## config.mk

```make
export PLATFORM = sky130hd
export DESIGN_NAME = network_run_scheduler_flat
export DESIGN_NICKNAME = d
export VERILOG_FILES = /design/src/rtl/network_run_scheduler_pkg.sv /design/src/rtl/network_run_scheduler_if.sv /design/src/rtl/network_run_scheduler_inflight_tracker.sv /design/src/rtl/network_run_scheduler.sv /design/src/flat_wrapper.sv
export SDC_FILE = /design/constraint.sdc
export NUM_CORES = 1
export LEC_CHECK = 0
export CORE_MARGIN = 4
export CORE_UTILIZATION = 42
export DETAILED_ROUTE_END_ITERATION = 8
export PLACE_DENSITY = 0.84
export SYNTH_ARGS = -nofsm -noshare
export SYNTH_HDL_FRONTEND = slang
export SYNTH_HIERARCHICAL = 1
export SYNTH_SLANG_ARGS = --single-unit
export TNS_END_PERCENT = 10
```

## constraint.sdc

```tcl
create_clock -name clk -period 2 [get_ports clk]
set_clock_uncertainty 0.1 [all_clocks]
set_input_delay 0.2 -clock clk [delete_from_list [all_inputs] [get_ports clk]]
set_output_delay 0.2 -clock clk [all_outputs]
set_load 0.005 [all_outputs]
```

## src/rtl/network_run_scheduler_pkg.sv

```systemverilog
// Shared types and defaults for the network run scheduler.
// Optional statistics outputs are enabled with the RUN_STATS_EN macro.
package scheduler_config;

  localparam int RUN_WIDTH_DEF    = 16;
  localparam int MAX_INFLIGHT_DEF = 2;
  localparam int INFLIGHT_WIDTH   = $clog2(MAX_INFLIGHT_DEF + 1);

  typedef enum logic [1:0] {
    OP_NOP  = 2'd0,
    OP_RUN  = 2'd1,
    OP_CLR  = 2'd2,
    OP_SYNC = 2'd3
  } cmd_op_t;

  typedef enum logic [2:0] {
    ST_IDLE      = 3'd0,
    ST_STEP      = 3'd1,
    ST_CLEAR     = 3'd2,
    ST_SYNC_WAIT = 3'd3,
    ST_SYNC_SEND = 3'd4
  } state_t;

  // Counter width able to hold 0..max_inflight inclusive.
  function automatic int inflight_width(input int max_inflight);
    return $clog2(max_inflight + 1);
  endfunction

endpackage

```

## src/rtl/network_run_scheduler_if.sv

```systemverilog
// Command, network-step, sink-accept and sync-token signals of the scheduler.
// master = host/network/sink side, slave = scheduler side.
interface network_run_scheduler_if #(
  parameter int RUN_WIDTH = scheduler_config::RUN_WIDTH_DEF
);

  logic                 cmd_valid;
  logic                 cmd_ready;
  logic [1:0]           cmd_op;
  logic [RUN_WIDTH-1:0] cmd_arg;
  logic                 net_step_valid;
  logic                 net_step_ready;
  logic                 net_clear;
  logic                 out_accept;
  logic                 sync_valid;
  logic                 sync_ready;

  modport master (
    output cmd_valid, cmd_op, cmd_arg, net_step_ready, out_accept, sync_ready,
    input  cmd_ready, net_step_valid, net_clear, sync_valid
  );

  modport slave (
    input  cmd_valid, cmd_op, cmd_arg, net_step_ready, out_accept, sync_ready,
    output cmd_ready, net_step_valid, net_clear, sync_valid
  );

endinterface

```

## src/rtl/network_run_scheduler_inflight_tracker.sv

```systemverilog
// Up/down count of issued steps not yet accepted by the sink, with sticky underflow error.
// With RUN_STATS_EN the high-water mark of the count is also kept.
module inflight_tracker #(
  parameter int IW = scheduler_config::INFLIGHT_WIDTH
) (
  input  logic          clk,
  input  logic          arstn,
  input  logic          inc_i,
  input  logic          dec_i,
  input  logic          clr_i,
  output logic [IW-1:0] inflight_o,
  output logic          err_o
`ifdef RUN_STATS_EN
  ,
  output logic [IW-1:0] hwm_o
`endif
);

  logic [IW-1:0] inflight_q, inflight_d;
  logic          err_q, err_d;

  // Next count and error; a step issued and accepted in one cycle cancels out.
  always_comb begin
    inflight_d = inflight_q;
    err_d      = err_q;
    if (clr_i) begin
      inflight_d = {IW{1'b0}};
      err_d      = 1'b0;
    end else if (inc_i && dec_i) begin
      inflight_d = inflight_q;
    end else if (inc_i) begin
      inflight_d = inflight_q + IW'(1'b1);
    end else if (dec_i) begin
      if (inflight_q != {IW{1'b0}}) begin
        inflight_d = inflight_q - IW'(1'b1);
      end else begin
        err_d = 1'b1;
      end
    end else begin
      inflight_d = inflight_q;
    end
  end

  // Count and error registers.
  always_ff @(posedge clk or negedge arstn) begin
    if (!arstn) begin
      inflight_q <= {IW{1'b0}};
      err_q      <= 1'b0;
    end else begin
      inflight_q <= inflight_d;
      err_q      <= err_d;
    end
  end

  assign inflight_o = inflight_q;
  assign err_o      = err_q;

`ifdef RUN_STATS_EN
  logic [IW-1:0] hwm_q, hwm_d;

  // High-water mark follows the count it is about to take.
  always_comb begin
    if (clr_i) begin
      hwm_d = {IW{1'b0}};
    end else if (inflight_d > hwm_q) begin
      hwm_d = inflight_d;
    end else begin
      hwm_d = hwm_q;
    end
  end

  // High-water mark register.
  always_ff @(posedge clk or negedge arstn) begin
    if (!arstn) begin
      hwm_q <= {IW{1'b0}};
    end else begin
      hwm_q <= hwm_d;
    end
  end

  assign hwm_o = hwm_q;
`endif

endmodule

```

## src/rtl/network_run_scheduler.sv

```systemverilog
// Command-driven sequencer issuing network timesteps paced against the output sink.
// Define RUN_STATS_EN to add the total_steps and max_inflight_seen outputs.
module network_run_scheduler
  import scheduler_config::*;
#(
  parameter  int RUN_WIDTH    = RUN_WIDTH_DEF,
  parameter  int MAX_INFLIGHT = MAX_INFLIGHT_DEF,
  localparam int IW           = inflight_width(MAX_INFLIGHT)
) (
  input  logic                   clk,
  input  logic                   arstn,
  network_run_scheduler_if.slave bus,
  output logic                   busy,
  output logic [RUN_WIDTH-1:0]   steps_remaining,
  output logic                   err
`ifdef RUN_STATS_EN
  ,
  output logic [31:0]            total_steps,
  output logic [IW-1:0]          max_inflight_seen
`endif
);

  state_t               state_q, state_d;
  logic [RUN_WIDTH-1:0] rem_q, rem_d;
  logic [IW-1:0]        inflight_s;
  logic                 step_ok_s;
  logic                 step_hs_s;
  logic                 clr_s;

  assign step_ok_s = (state_q == ST_STEP) && (inflight_s < IW'(MAX_INFLIGHT));
  assign step_hs_s = step_ok_s && bus.net_step_ready;
  assign clr_s     = (state_q == ST_CLEAR);

  // Next-state, step countdown and handshake outputs.
  always_comb begin
    state_d            = state_q;
    rem_d              = rem_q;
    bus.cmd_ready      = 1'b0;
    bus.net_step_valid = 1'b0;
    bus.net_clear      = 1'b0;
    bus.sync_valid     = 1'b0;
    case (state_q)
      ST_IDLE: begin
        bus.cmd_ready = 1'b1;
        if (bus.cmd_valid) begin
          case (cmd_op_t'(bus.cmd_op))
            OP_RUN: begin
              if (bus.cmd_arg != {RUN_WIDTH{1'b0}}) begin
                rem_d   = bus.cmd_arg;
                state_d = ST_STEP;
              end else begin
                state_d = ST_IDLE;
              end
            end
            OP_CLR:  state_d = ST_CLEAR;
            OP_SYNC: state_d = ST_SYNC_WAIT;
            default: state_d = ST_IDLE;
          endcase
        end else begin
          state_d = ST_IDLE;
        end
      end
      ST_STEP: begin
        bus.net_step_valid = step_ok_s;
        if (step_hs_s) begin
          rem_d = rem_q - RUN_WIDTH'(1'b1);
          if (rem_q == RUN_WIDTH'(1'b1)) begin
            state_d = ST_IDLE;
          end else begin
            state_d = ST_STEP;
          end
        end else begin
          state_d = ST_STEP;
        end
      end
      ST_CLEAR: begin
        bus.net_clear = 1'b1;
        state_d       = ST_IDLE;
      end
      ST_SYNC_WAIT: begin
        if (inflight_s == {IW{1'b0}}) begin
          state_d = ST_SYNC_SEND;
        end else begin
          state_d = ST_SYNC_WAIT;
        end
      end
      ST_SYNC_SEND: begin
        bus.sync_valid = 1'b1;
        if (bus.sync_ready) begin
          state_d = ST_IDLE;
        end else begin
          state_d = ST_SYNC_SEND;
        end
      end
      default: state_d = ST_IDLE;
    endcase
  end

  // State and step countdown registers.
  always_ff @(posedge clk or negedge arstn) begin
    if (!arstn) begin
      state_q <= ST_IDLE;
      rem_q   <= {RUN_WIDTH{1'b0}};
    end else begin
      state_q <= state_d;
      rem_q   <= rem_d;
    end
  end

  inflight_tracker #(
    .IW (IW)
  ) u_tracker (
    .clk        (clk),
    .arstn      (arstn),
    .inc_i      (step_hs_s),
    .dec_i      (bus.out_accept),
    .clr_i      (clr_s),
    .inflight_o (inflight_s),
    .err_o      (err)
`ifdef RUN_STATS_EN
    ,
    .hwm_o      (max_inflight_seen)
`endif
  );

  assign busy            = (state_q != ST_IDLE) || (inflight_s != {IW{1'b0}});
  assign steps_remaining = rem_q;

`ifdef RUN_STATS_EN
  logic [31:0] total_q;

  // Free-running step handshake count, wrapping naturally.
  always_ff @(posedge clk or negedge arstn) begin
    if (!arstn) begin
      total_q <= 32'd0;
    end else if (clr_s) begin
      total_q <= 32'd0;
    end else if (step_hs_s) begin
      total_q <= total_q + 32'd1;
    end else begin
      total_q <= total_q;
    end
  end

  assign total_steps = total_q;
`endif

endmodule

```

## src/flat_wrapper.sv

```systemverilog
// flat-port wrapper written by rule: the top's interface ports become plain ports
module network_run_scheduler_flat import scheduler_config::*;
#(
  parameter  int RUN_WIDTH    = RUN_WIDTH_DEF,
  parameter  int MAX_INFLIGHT = MAX_INFLIGHT_DEF,
  localparam int IW           = inflight_width(MAX_INFLIGHT)
)
  (clk, arstn, busy, steps_remaining, err, bus_cmd_valid, bus_cmd_op, bus_cmd_arg, bus_net_step_ready, bus_out_accept, bus_sync_ready, bus_cmd_ready, bus_net_step_valid, bus_net_clear, bus_sync_valid);
  network_run_scheduler_if #(.RUN_WIDTH(RUN_WIDTH)) bus_i ();
  input  logic clk;
  input  logic arstn;
  output logic busy;
  output logic [RUN_WIDTH-1:0] steps_remaining;
  output logic err;
  input wire logic [$bits(bus_i.cmd_valid)-1:0] bus_cmd_valid;
  input wire logic [$bits(bus_i.cmd_op)-1:0] bus_cmd_op;
  input wire logic [$bits(bus_i.cmd_arg)-1:0] bus_cmd_arg;
  input wire logic [$bits(bus_i.net_step_ready)-1:0] bus_net_step_ready;
  input wire logic [$bits(bus_i.out_accept)-1:0] bus_out_accept;
  input wire logic [$bits(bus_i.sync_ready)-1:0] bus_sync_ready;
  output wire logic [$bits(bus_i.cmd_ready)-1:0] bus_cmd_ready;
  output wire logic [$bits(bus_i.net_step_valid)-1:0] bus_net_step_valid;
  output wire logic [$bits(bus_i.net_clear)-1:0] bus_net_clear;
  output wire logic [$bits(bus_i.sync_valid)-1:0] bus_sync_valid;
  assign bus_i.cmd_valid = bus_cmd_valid;
  assign bus_i.cmd_op = bus_cmd_op;
  assign bus_i.cmd_arg = bus_cmd_arg;
  assign bus_i.net_step_ready = bus_net_step_ready;
  assign bus_i.out_accept = bus_out_accept;
  assign bus_i.sync_ready = bus_sync_ready;
  assign bus_cmd_ready = bus_i.cmd_ready;
  assign bus_net_step_valid = bus_i.net_step_valid;
  assign bus_net_clear = bus_i.net_clear;
  assign bus_sync_valid = bus_i.sync_valid;
  network_run_scheduler #(.RUN_WIDTH(RUN_WIDTH), .MAX_INFLIGHT(MAX_INFLIGHT)) u_core (.clk(clk), .arstn(arstn), .bus(bus_i), .busy(busy), .steps_remaining(steps_remaining), .err(err));
endmodule
```

* After elaboration in Yosys (flattened, before gate mapping) *
Index checks and enable logic that the tools add are counted.
Widths: inputs -> output; s select.

operators by class
  $add $sub $neg = 3
  $lt $le $gt $ge = 1
  equality and inequality tests = 15
  mux-type cells = 27
  reduce and logical (&&, ||, !) cells = 16

operators by type and width
  kind                   count
  $mux 16                4
  $pmux 16 s2            1
  $eq 16x1->1 const B    1
  $reduce_bool 16->1     1
  $sub 16x1->16 const B  1
  $mux 1                 12
  $mux 2                 6
  $pmux 3 s4             1
  $reduce_bool 3->1      3
  $ne 2x1->1 const B     4
  $eq 3x2->1 const B     2
  $mux 3                 2
  $ne 2x2->1 const B     3
  $pmux 2 s3             1
  $reduce_bool 2->1      3
  $reduce_and 5->1       1
  $eq 2x2->1 const B     2
  $reduce_and 4->1       1
  $eq 3x1->1 const B     1
  $eq 3x3->1 const B     1
  $logic_and 1x1->1      3
  $logic_not 3->1        1
  $reduce_and 3->1       1
  $add 2x1->2 const B    1
  5 further kinds        5

storage, ports and cells
  bits in registers = 22
  output and inout port bits = 22
  logic and storage cells = 66

* Logic depth before layout (Yosys ltp) *
Gate-level depths: netlist (run 1).

  depth in word-level cells = 6
  depth in mapped cells = 7
  mapped depth without buffers = 6

* Cells and area by module *
Netlist (run 1), hierarchy kept.

modules (own cells, without submodules)
  module                 instances  cells an instance  area each (um^2)  seq. area each (um^2)
  network_run_scheduler  1          160                1331.3            475.5
  inflight_tracker       1          14                 143.9             75.1

* Worst setup path before layout (run 1) *
OpenSTA, ideal clock, no wires.

  path kind = flip-flop to flip-flop
  start point = reg u_core.rem_q[3] (netlist: u_core/steps_remaining[3])
  end point = reg u_core.rem_q[11] (netlist: u_core/steps_remaining[11])
  library setup time = 111 ps
  data arrival time = 1908 ps
  required time = 1789 ps
  path slack = -119 ps
  cell stages (with the launch flop) = 5
  clock period less this slack = 2119 ps
  cells stage by stage = dfrtp_1 -> or4_1 -> buf_2 -> or4_4 -> a222oi_1

between the ends
  longest elaborated chain between the ends = 3

RTL lines
  element                   line                          RTL
  start: declaration        network_run_scheduler.sv:24   logic [RUN_WIDTH-1:0] rem_q, rem_d;
  start signal: assignment  network_run_scheduler.sv:103  rem_q <= {RUN_WIDTH{1'b0}};
  start signal: assignment  network_run_scheduler.sv:106  rem_q <= rem_d;
  $sub 16x1->16             network_run_scheduler.sv:66   rem_d = rem_q - RUN_WIDTH'(1'b1);
  $mux 16                   network_run_scheduler.sv:65   if (step_hs_s) begin
  $pmux 16 s2               network_run_scheduler.sv:42   case (state_q)

No other way between the ends. The select of a mux whose other input is x is not followed.
A chain may end at the register's enable or synchronous reset.

* Worst setup path in the final report (run 1) *
  start point = reg u_core.rem_q[5] (netlist: u_core/steps_remaining[5])
  end point = reg u_core.state_q[0]

between the ends
  longest elaborated chain between the ends = 4

RTL lines
  element                 line                          RTL
  $eq 16x1->1             network_run_scheduler.sv:67   if (rem_q == RUN_WIDTH'(1'b1)) begin
  $mux 1                  network_run_scheduler.sv:67
  $mux 1                  network_run_scheduler.sv:65
  $pmux 3 s4              network_run_scheduler.sv:42
  via u_core.state_d[0]   network_run_scheduler.sv:23   state_t state_q, state_d;
  end signal: assignment  network_run_scheduler.sv:105  state_q <= state_d;
  end: declaration        network_run_scheduler.sv:23

The timed path passes the listed nets, and every way through them passes these cells.

==> metrics.md, run 1 <==
| Metric | Value |
|---|---|
| Port Buffer Count | 45 |
| Static Leak | 1.03 nW |
| GR Layer Usage met1 | 27.7% |
| CP Max Fanout | 3 |
| Clk buf depth | 2 |
| CP arrival | 2.19 ns |
| Final number of hold-violating endpoints | 0 |
| Synth-to-layout area growth | 61.2% |
| Failing checks | negative setup slack |
| Sequential-to-total area share from yosys stat | 37.3% |
| Yosys cell types | 44 |
| Async set or reset register ratio after synthesis | 100% |
| Setup-failing EPs final | 2 |
| N_diodes | 0 |
| Tcrit/Tclk final | 104% |
| Worst slew margin | 71.9% |
| Max stage delay on crit path | 0.57 ns |
| Filler cells | 275 |
| Vias | 1846 |
| Sequential cell area | 552 sq um |
| VDD IR-drop max | 0.835 mV |
| Finished Core Util | 70.7% |
| Synth Register Bits | 22 |
| Hold slack final | 0.110 ns |
| Rows | 21 |
| Ports | 46 |
| Starting Density | 43.9% |
| Final Slew Violations | 0 |
| Gp weighted congestion | 0.868 |
| Drc violations | 0 |
| 1st-iter DRT viols | 218 |
| Outcome | finished, violations left |
| Crit Path Class | reg -> reg |
| PwrDens | 1470 nW/um^2 |
| Hold WC Path Type | in -> async |
| GRT Util Overall | 23.1% |
| First-pass DRT Iterations | 5 |
| Critical Path Start | u_core/steps_remaining[5] |
| Vias/cell | 6.17 |
| Top Usage Layer GRT | met2 |
| Total Wirelength | 5150 um |
| Inserted Clock Buffers | 3 |
| Die height | 67.3 um |
| Tmin final | 2.08 ns |
| Least-Margin Pin Slew | 0.415 ns |
| Synthesized net count | 200 |
| Worst-path clk slew | 0.13 ns |
| Critical path capture point | u_core/state_q[0] |
| Main flop type after synthesis | dfrtp_1 |
| Required @ worst endpoint | 2.11 ns |
| Met2 Use GR | 40.4% |
| Mapped Cells | 174 |
| Vias in the first global route | 1726 |
| Design Power | 3.49 mW |
| Final instance area | 2380 sq um |
| Reg-to-reg startpoint | u_core/steps_remaining[5] |
| Htree depth | 1 |
| Post-CTS setup buffer count | 0 |
| Slowest cell on crit path | or4_4 |
| Fmax achieved | 481 MHz |
| Ordered cell list for the critical path | or4_4, nor4b_1, a31oi_1, or3_1 |
| Post-Syn Area | 1480 sq um |
| Placed Instance Area | 2260 sq um |
| RSZ-0062 raised after global routing | yes |
| Yosys warns | 6 |
| Global-route wire length before repair | 7960 um |
| Area of the multi-input gates | 920 sq um |
| R2R Path End | u_core/state_q[0] |
| Worst-skew pair later-pin latency | 0.32 ns |
| Setup WS post-layout | -0.0791 ns |
| Post-synth EDFFs | 0 |
| Element type at the critical path start | flop |
| Wire length per cell | 17.2 um |
| Worst R2R Setup Slack | -0.08 ns |
| Hold buffer count at CTS | 0 |
| Routed Antenna Nets | 0 |
| Die ar. | 4520 sq um |
| GR Util met3 | 4.83% |
| Std-Cell Core Area | 3360 sq um |
| Layout cell share with drive strength beyond 1 | 25.3% |
| Total of max-cap violations | 0 |
| Reg2Reg Depth | 4 |
| Grt ovf | 0 |
| Root Driver | clkbuf_4 |
| Syn_area_per_cell | 8.48 sq um |
| CTS Sinks | 22 |
| Crit. End Element | flop |
| Hpwl dp | 3730 um |
| Initial antenna violation count | 0 |
| Die X | 67.3 um |
| CTS tree | built |
| Final nets | 280 |
| Largest net degree at the start of global routing | 25 |
==> through the flow <==
step	setup TNS [ns]	worst slack, ns	cells
global placement	-1.39	-0.178	295
floorplan	-0.116	-0.0668	174
detailed placement	-2.56	-0.244	295
CTS	-0.0173	-0.0173	299
finish	-0.102	-0.0791	299
global route	-0.346	-0.203	299
==> final cells by class <==
class | instances | share of cell area (%)
Multi-Input combinational cell | 137 | 38.7
Timing Repair Buffer | 86 | 32.8
Sequential cell | 22 | 23.2
Tap cell | 46 | 2.42
Clock inverter | 1 | 1.26
Clock buffer | 3 | 0.947
Inverter | 4 | 0.632
==> routing by layer <==
layer	up-vias	share of wire, %
li1	843	-
met1	902	38
met2	91	52
met3	10	8.2
met4	0	1.2
met5	-	0
==> kinds of logic (layout without fill, tap and decap cells) <==
kind of cell / after synthesis / after routing / synth area share (%)
AO/OA/AOI/OAI: 48 / 48 / 25.6
multiplexers: 1 / 1 / 0.763
AND/OR/NAND/NOR: 86 / 86 / 30.6
flip-flops: 22 / 22 / 37.3
adder cells (fa/ha/maj): 2 / 2 / 1.70
buffers and inverters: 15 / 94 / 3.99
==> how the worst min path moves through the flow <==
stage                                 from  depth (start not counted)  slack [ns]                        end
detailed placement  u_core/u_tracker/err_o                          2        0.43     u_core/u_tracker/err_o
global placement    u_core/u_tracker/err_o                          2        0.38     u_core/u_tracker/err_o
floorplan                            arstn                          0       -0.20          u_core/state_q[0]
CTS                                  arstn                          2        0.12  u_core/steps_remaining[7]
finish                               arstn                          2        0.11  u_core/steps_remaining[7]
global route                         arstn                          2        0.14  u_core/steps_remaining[9]
==> flip-flops by register name (all words and copies together), names as in the netlist <==
name and flops:
u_core/state_q 3, u_core/steps_remaining 16, u_core/u_tracker/err_o 1, u_core/u_tracker/inflight_o 2
==> critical path: cells and delay by family (launching register included) <==
kind            cells  cell delay [ns]
compound gates      1             0.15
simple gates        3             1.34
flops               1             0.40
==> power breakdown <==
part           internal [mW]  switching (mW)
sequential             0.651           0.172
combinational           1.21            1.11
clock                  0.203           0.145
total                   2.06            1.42
==> what timing repair did <==
action                     CTS  global route
cloned                       0             0
resized for setup           11             6
pin swaps                    0             2
setup endpoints to repair    9            11
==> synth_stat cells (all sizes together) (3+ instances only) <==
| master | number | area, sq um |
|---|---|---|
| a221oi | 7 | 61.3 |
| or3 | 5 | 31.3 |
| nand2 | 10 | 37.5 |
| nand3b | 3 | 22.5 |
| a21oi | 6 | 30.0 |
| a222oi | 3 | 30.0 |
| nor3 | 11 | 55.1 |
| or4 | 3 | 26.3 |
| nor2b | 3 | 18.8 |
| inv | 4 | 15.0 |
| o22ai | 4 | 25.0 |
| a41o | 3 | 30.0 |
| a31o | 5 | 43.8 |
| o221ai | 3 | 26.3 |
| buf | 3 | 13.8 |
| clkbuf | 8 | 30.0 |
| a211oi | 7 | 52.6 |
| dfrtp | 22 | 551 |
| nor2 | 31 | 116 |
| nor4 | 7 | 43.8 |
==> placed cells by master, fill, tap and decap left out, types with 2 or more instances in the layout <==
cell and instances:
nor4_1 6, or4_4 2, buf_6 2, a222oi_1 3, dfrtp_1 21, o22ai_1 4
clkbuf_4 3, buf_4 38, a211oi_1 7, clkdlybuf4s50_1 41, a41o_1 3, a221oi_1 6
dlymetal6s2s_1 2, inv_1 4, nor3_1 10, o221ai_1 3, a31oi_1 2, o211ai_1 2
nor2b_1 2, or3_1 5, nand4_1 2, a21oi_1 6, dlygate4sd2_1 2, a31o_2 5
nor3b_2 2, ha_1 2, nand2_1 10, nand3b_1 3, nor2_1 31
Note: power is estimated with default switching activity, not from simulation.
==> run 2, diff against run 1 <==
Settings changed: CORE_UTILIZATION 42 to 35, PLACE_DENSITY 0.84 to 0.73.
==> run 2 against run 1 <==
Effect of this change: the run now ends clean; sequential power fell by 1%; largest cell class unchanged; critical path depth did not move; first-iteration DRC count fell by 46%; worst setup slack improved by 0.094 ns; clock power fell by 4%; final cell count rose by 2.7%; critical endpoint is now u_core/steps_remaining[11]; die area rose by 18%; maximum frequency rose by 4.7%; non-clock buffer count rose by 4; largest power group unchanged.
==> metrics.md, run 2 (synthesis gave the netlist of run 1 again) <==
| Metric | Value |
|---|---|
| First-pass DRT Iterations | 4 (was 5) |
| Sequential Power Share | 24.2% (was 23.6%) |
| Starting Density | 36.6% (was 43.9%) |
| Logic pwr share | 65.9% (was 66.4%) |
| Clock power share | 9.9% (was 10.0%) |
| Psw | 1.38 mW (was 1.42 mW) |
| GRT Util Overall | 19.2% (was 23.1%) |
| Vias/cell | 5.72 (was 6.17) |
| Die X | 72.9 um (was 67.3 um) |
| Htree depth | 1 (unchanged) |
| Total Wirelength | 4940 um (was 5150 um) |
| Vias | 1757 (was 1846) |
| Final Slew Violations | 0 (unchanged) |
| Worst-skew pair later-pin latency | 0.27 ns (was 0.32 ns) |
| Most frequent cells in the layout | clkdlybuf4s50_1 (44), buf_4 (43), nor2_1 (30) (was clkdlybuf4s50_1 (41), buf_4 (38), nor2_1 (31)) |
| Max stage delay on crit path | 0.57 ns (about the same) |
| Ordered cell list for the critical path | or4_4, or4_4, o22ai_1, a222oi_1 (was or4_4, nor4b_1, a31oi_1, or3_1) |
| Port Buffer Count | 45 (unchanged) |
| Reg-to-reg startpoint | u_core/steps_remaining[5] (unchanged) |
| RSZ-0062 raised after global routing | yes (unchanged) |
| Crit Path Class | reg -> reg (unchanged) |
| TNS Setup | 0 ns (was -0.102 ns) |
| Wire length per cell | 16.1 um (was 17.2 um) |
| Root Driver | clkbuf_8 (was clkbuf_4) |
| Reg2Reg Depth | 4 (unchanged) |
| Post-CTS setup buffer count | 0 (unchanged) |
| Outcome | complete, no violations (was finished, violations left) |
| Worst slew margin | 71.2% (was 71.9%) |
| Static Leak | 1.02 nW (was 1.03 nW) |
| Layout cell share with drive strength beyond 1 | 27.2% (was 25.3%) |
| Largest net degree at the start of global routing | 25 (unchanged) |
| Gp weighted congestion | 0.856 (was 0.868) |
| Max FFs per register | 16 (unchanged) |
| Hold WC Path Type | in -> async (unchanged) |
| Total of max-cap violations | 0 (unchanged) |
| Top delay family on crit path | simple AND/OR/NAND/NOR gates (unchanged) |
| Die ar. | 5320 sq um (was 4520 sq um) |
| Commonest non-fill, non-tap cell in the layout | clkdlybuf4s50_1 (unchanged) |
| Worst-path clk slew | 0.09 ns (was 0.13 ns) |
| VDD IR-drop max | 0.580 mV (was 0.835 mV) |
| Fmax achieved | 504 MHz (was 481 MHz) |
| Ports | 46 (unchanged) |
| Initial antenna violation count | 0 (unchanged) |
| Bufs and invs on worst path | 0 (unchanged) |
| Filler cells | 349 (was 275) |
| Crit. End Element | flop (unchanged) |
| Die height | 72.9 um (was 67.3 um) |
| Setup-failing EPs final | 0 (was 2) |
| Element type at the critical path start | flop (unchanged) |
| Finished Core Util | 59.8% (was 70.7%) |
| Design Power | 3.36 mW (was 3.49 mW) |
| Drc violations | 0 (unchanged) |
| Switching share of power | 40.9% (about the same) |
| N_diodes | 0 (unchanged) |
| CTS Sinks | 22 (unchanged) |
| Slowest cell on crit path | or4_4 (unchanged) |
| Required @ worst endpoint | 2.04 ns (was 2.11 ns) |
| Vias in the first global route | 1802 (was 1726) |
| Routed Antenna Nets | 0 (unchanged) |
| Clk buf depth | 2 (unchanged) |
| CP arrival | 2.02 ns (was 2.19 ns) |
| Hold slack final | 0.187 ns (was 0.110 ns) |
| Global-route wire length before repair | 8040 um (was 7960 um) |
| Std-Cell Core Area | 4030 sq um (was 3360 sq um) |
| CTS tree | built (unchanged) |
| Internal | 1.99 mW (was 2.06 mW) |
| Rows | 23 (was 21) |
| Hpwl dp | 3550 um (was 3730 um) |
| Tmin final | 1.98 ns (was 2.08 ns) |
| Grt ovf | 0 (unchanged) |
| Final number of hold-violating endpoints | 0 (unchanged) |
| Crit. path cell count | 4 (unchanged) |
| Final nets | 284 (was 280) |
| Inserted Clock Buffers | 3 (unchanged) |
| Least-Margin Pin Slew | 0.428 ns (was 0.415 ns) |
| Critical Path Start | u_core/steps_remaining[5] (unchanged) |
| PwrDens | 1400 nW/um^2 (was 1470 nW/um^2) |
| CP Max Fanout | 3 (unchanged) |
| CP most frequent cell | or4_4 |
| 1st-iter DRT viols | 117 (was 218) |
| Tcrit/Tclk final | 99.2% (was 104%) |
| Synth-to-layout area growth | 63.3% (was 61.2%) |
[run 2: cell count changes in the layout (fill, tap and decap cells not counted), sizes merged]
cell / before / now
dlygate4sd2: 2 / 1
buf: 41 / 45
bufinv: 1 / 0
clkbuf: 3 / 4
clkdlybuf4s50: 41 / 44
dlymetal6s2s: 2 / 0
[run 2: final cells by class]
class	instances	area, sq um	area share, %
Multi-Input combinational cell	137	917	38.1
Timing Repair Buffer	90	807	33.5
Sequential cell	22	552	22.9
Tap cell	50	62.6	2.60
Clock buffer	4	55.1	2.29
Inverter	4	15.0	0.623
[run 2: power by group through the flow]
| stage | Combinational (mW) | Clock [mW] | Sequential (mW) |
|---|---|---|---|
| after detailed placement | 2.13 | 0 | 0.816 |
| after global routing | 2.42 | 0.354 | 0.841 |
| after floorplan | 0.998 | 0 | 0.901 |
| after global placement | 2.09 | 0 | 0.809 |
| final | 2.21 | 0.333 | 0.815 |
| after CTS | 2.17 | 0.335 | 0.813 |
[run 2: stage by stage]
stage,worst slack [ns],area (sq um),instances
5_1_grt,-0.0363,2410,307
3_5_place_dp,-0.206,2300,303
2_1_floorplan,-0.0668,1480,174
3_3_place_gp,-0.118,2300,303
6_report,0.0151,2410,307
4_1_cts,0.00608,2370,307
[run 2: worst reg2reg max path, stage by stage (launching register included)]
cell      delay (ns)
dfrtp_1         0.38
or4_4           0.57
or4_4           0.55
o22ai_1         0.14
a222oi_1        0.12
[run 2: repair_timing]
item,in CTS,in global routing
endpoints found under the setup margin,6,14
gates cloned,0,0
hold buffers,0,0
resized for setup,7,8
pin swaps,0,0
[run 2: path summary, 6_finish.rpt]
path                                                    to  slack (ns)
max in group asynchronous        u_core/steps_remaining[3]        1.35
worst max register to register  u_core/steps_remaining[11]        0.02
worst max-delay path            u_core/steps_remaining[11]        0.02
min in group clk                         u_core/state_q[2]        0.39
worst min register to register      u_core/u_tracker/err_o        0.43
worst min-delay path             u_core/steps_remaining[2]        0.19
[run 2: layer usage]
| metal | part of all wire, % | global-route usage (%) |
|---|---|---|
| met3 | 7.3 | 3.58 |
| met4 | 0.28 | 5.74 |
| met5 | 0 | 0 |
| met1 | 44 | 24.7 |
| met2 | 49 | 32.5 |
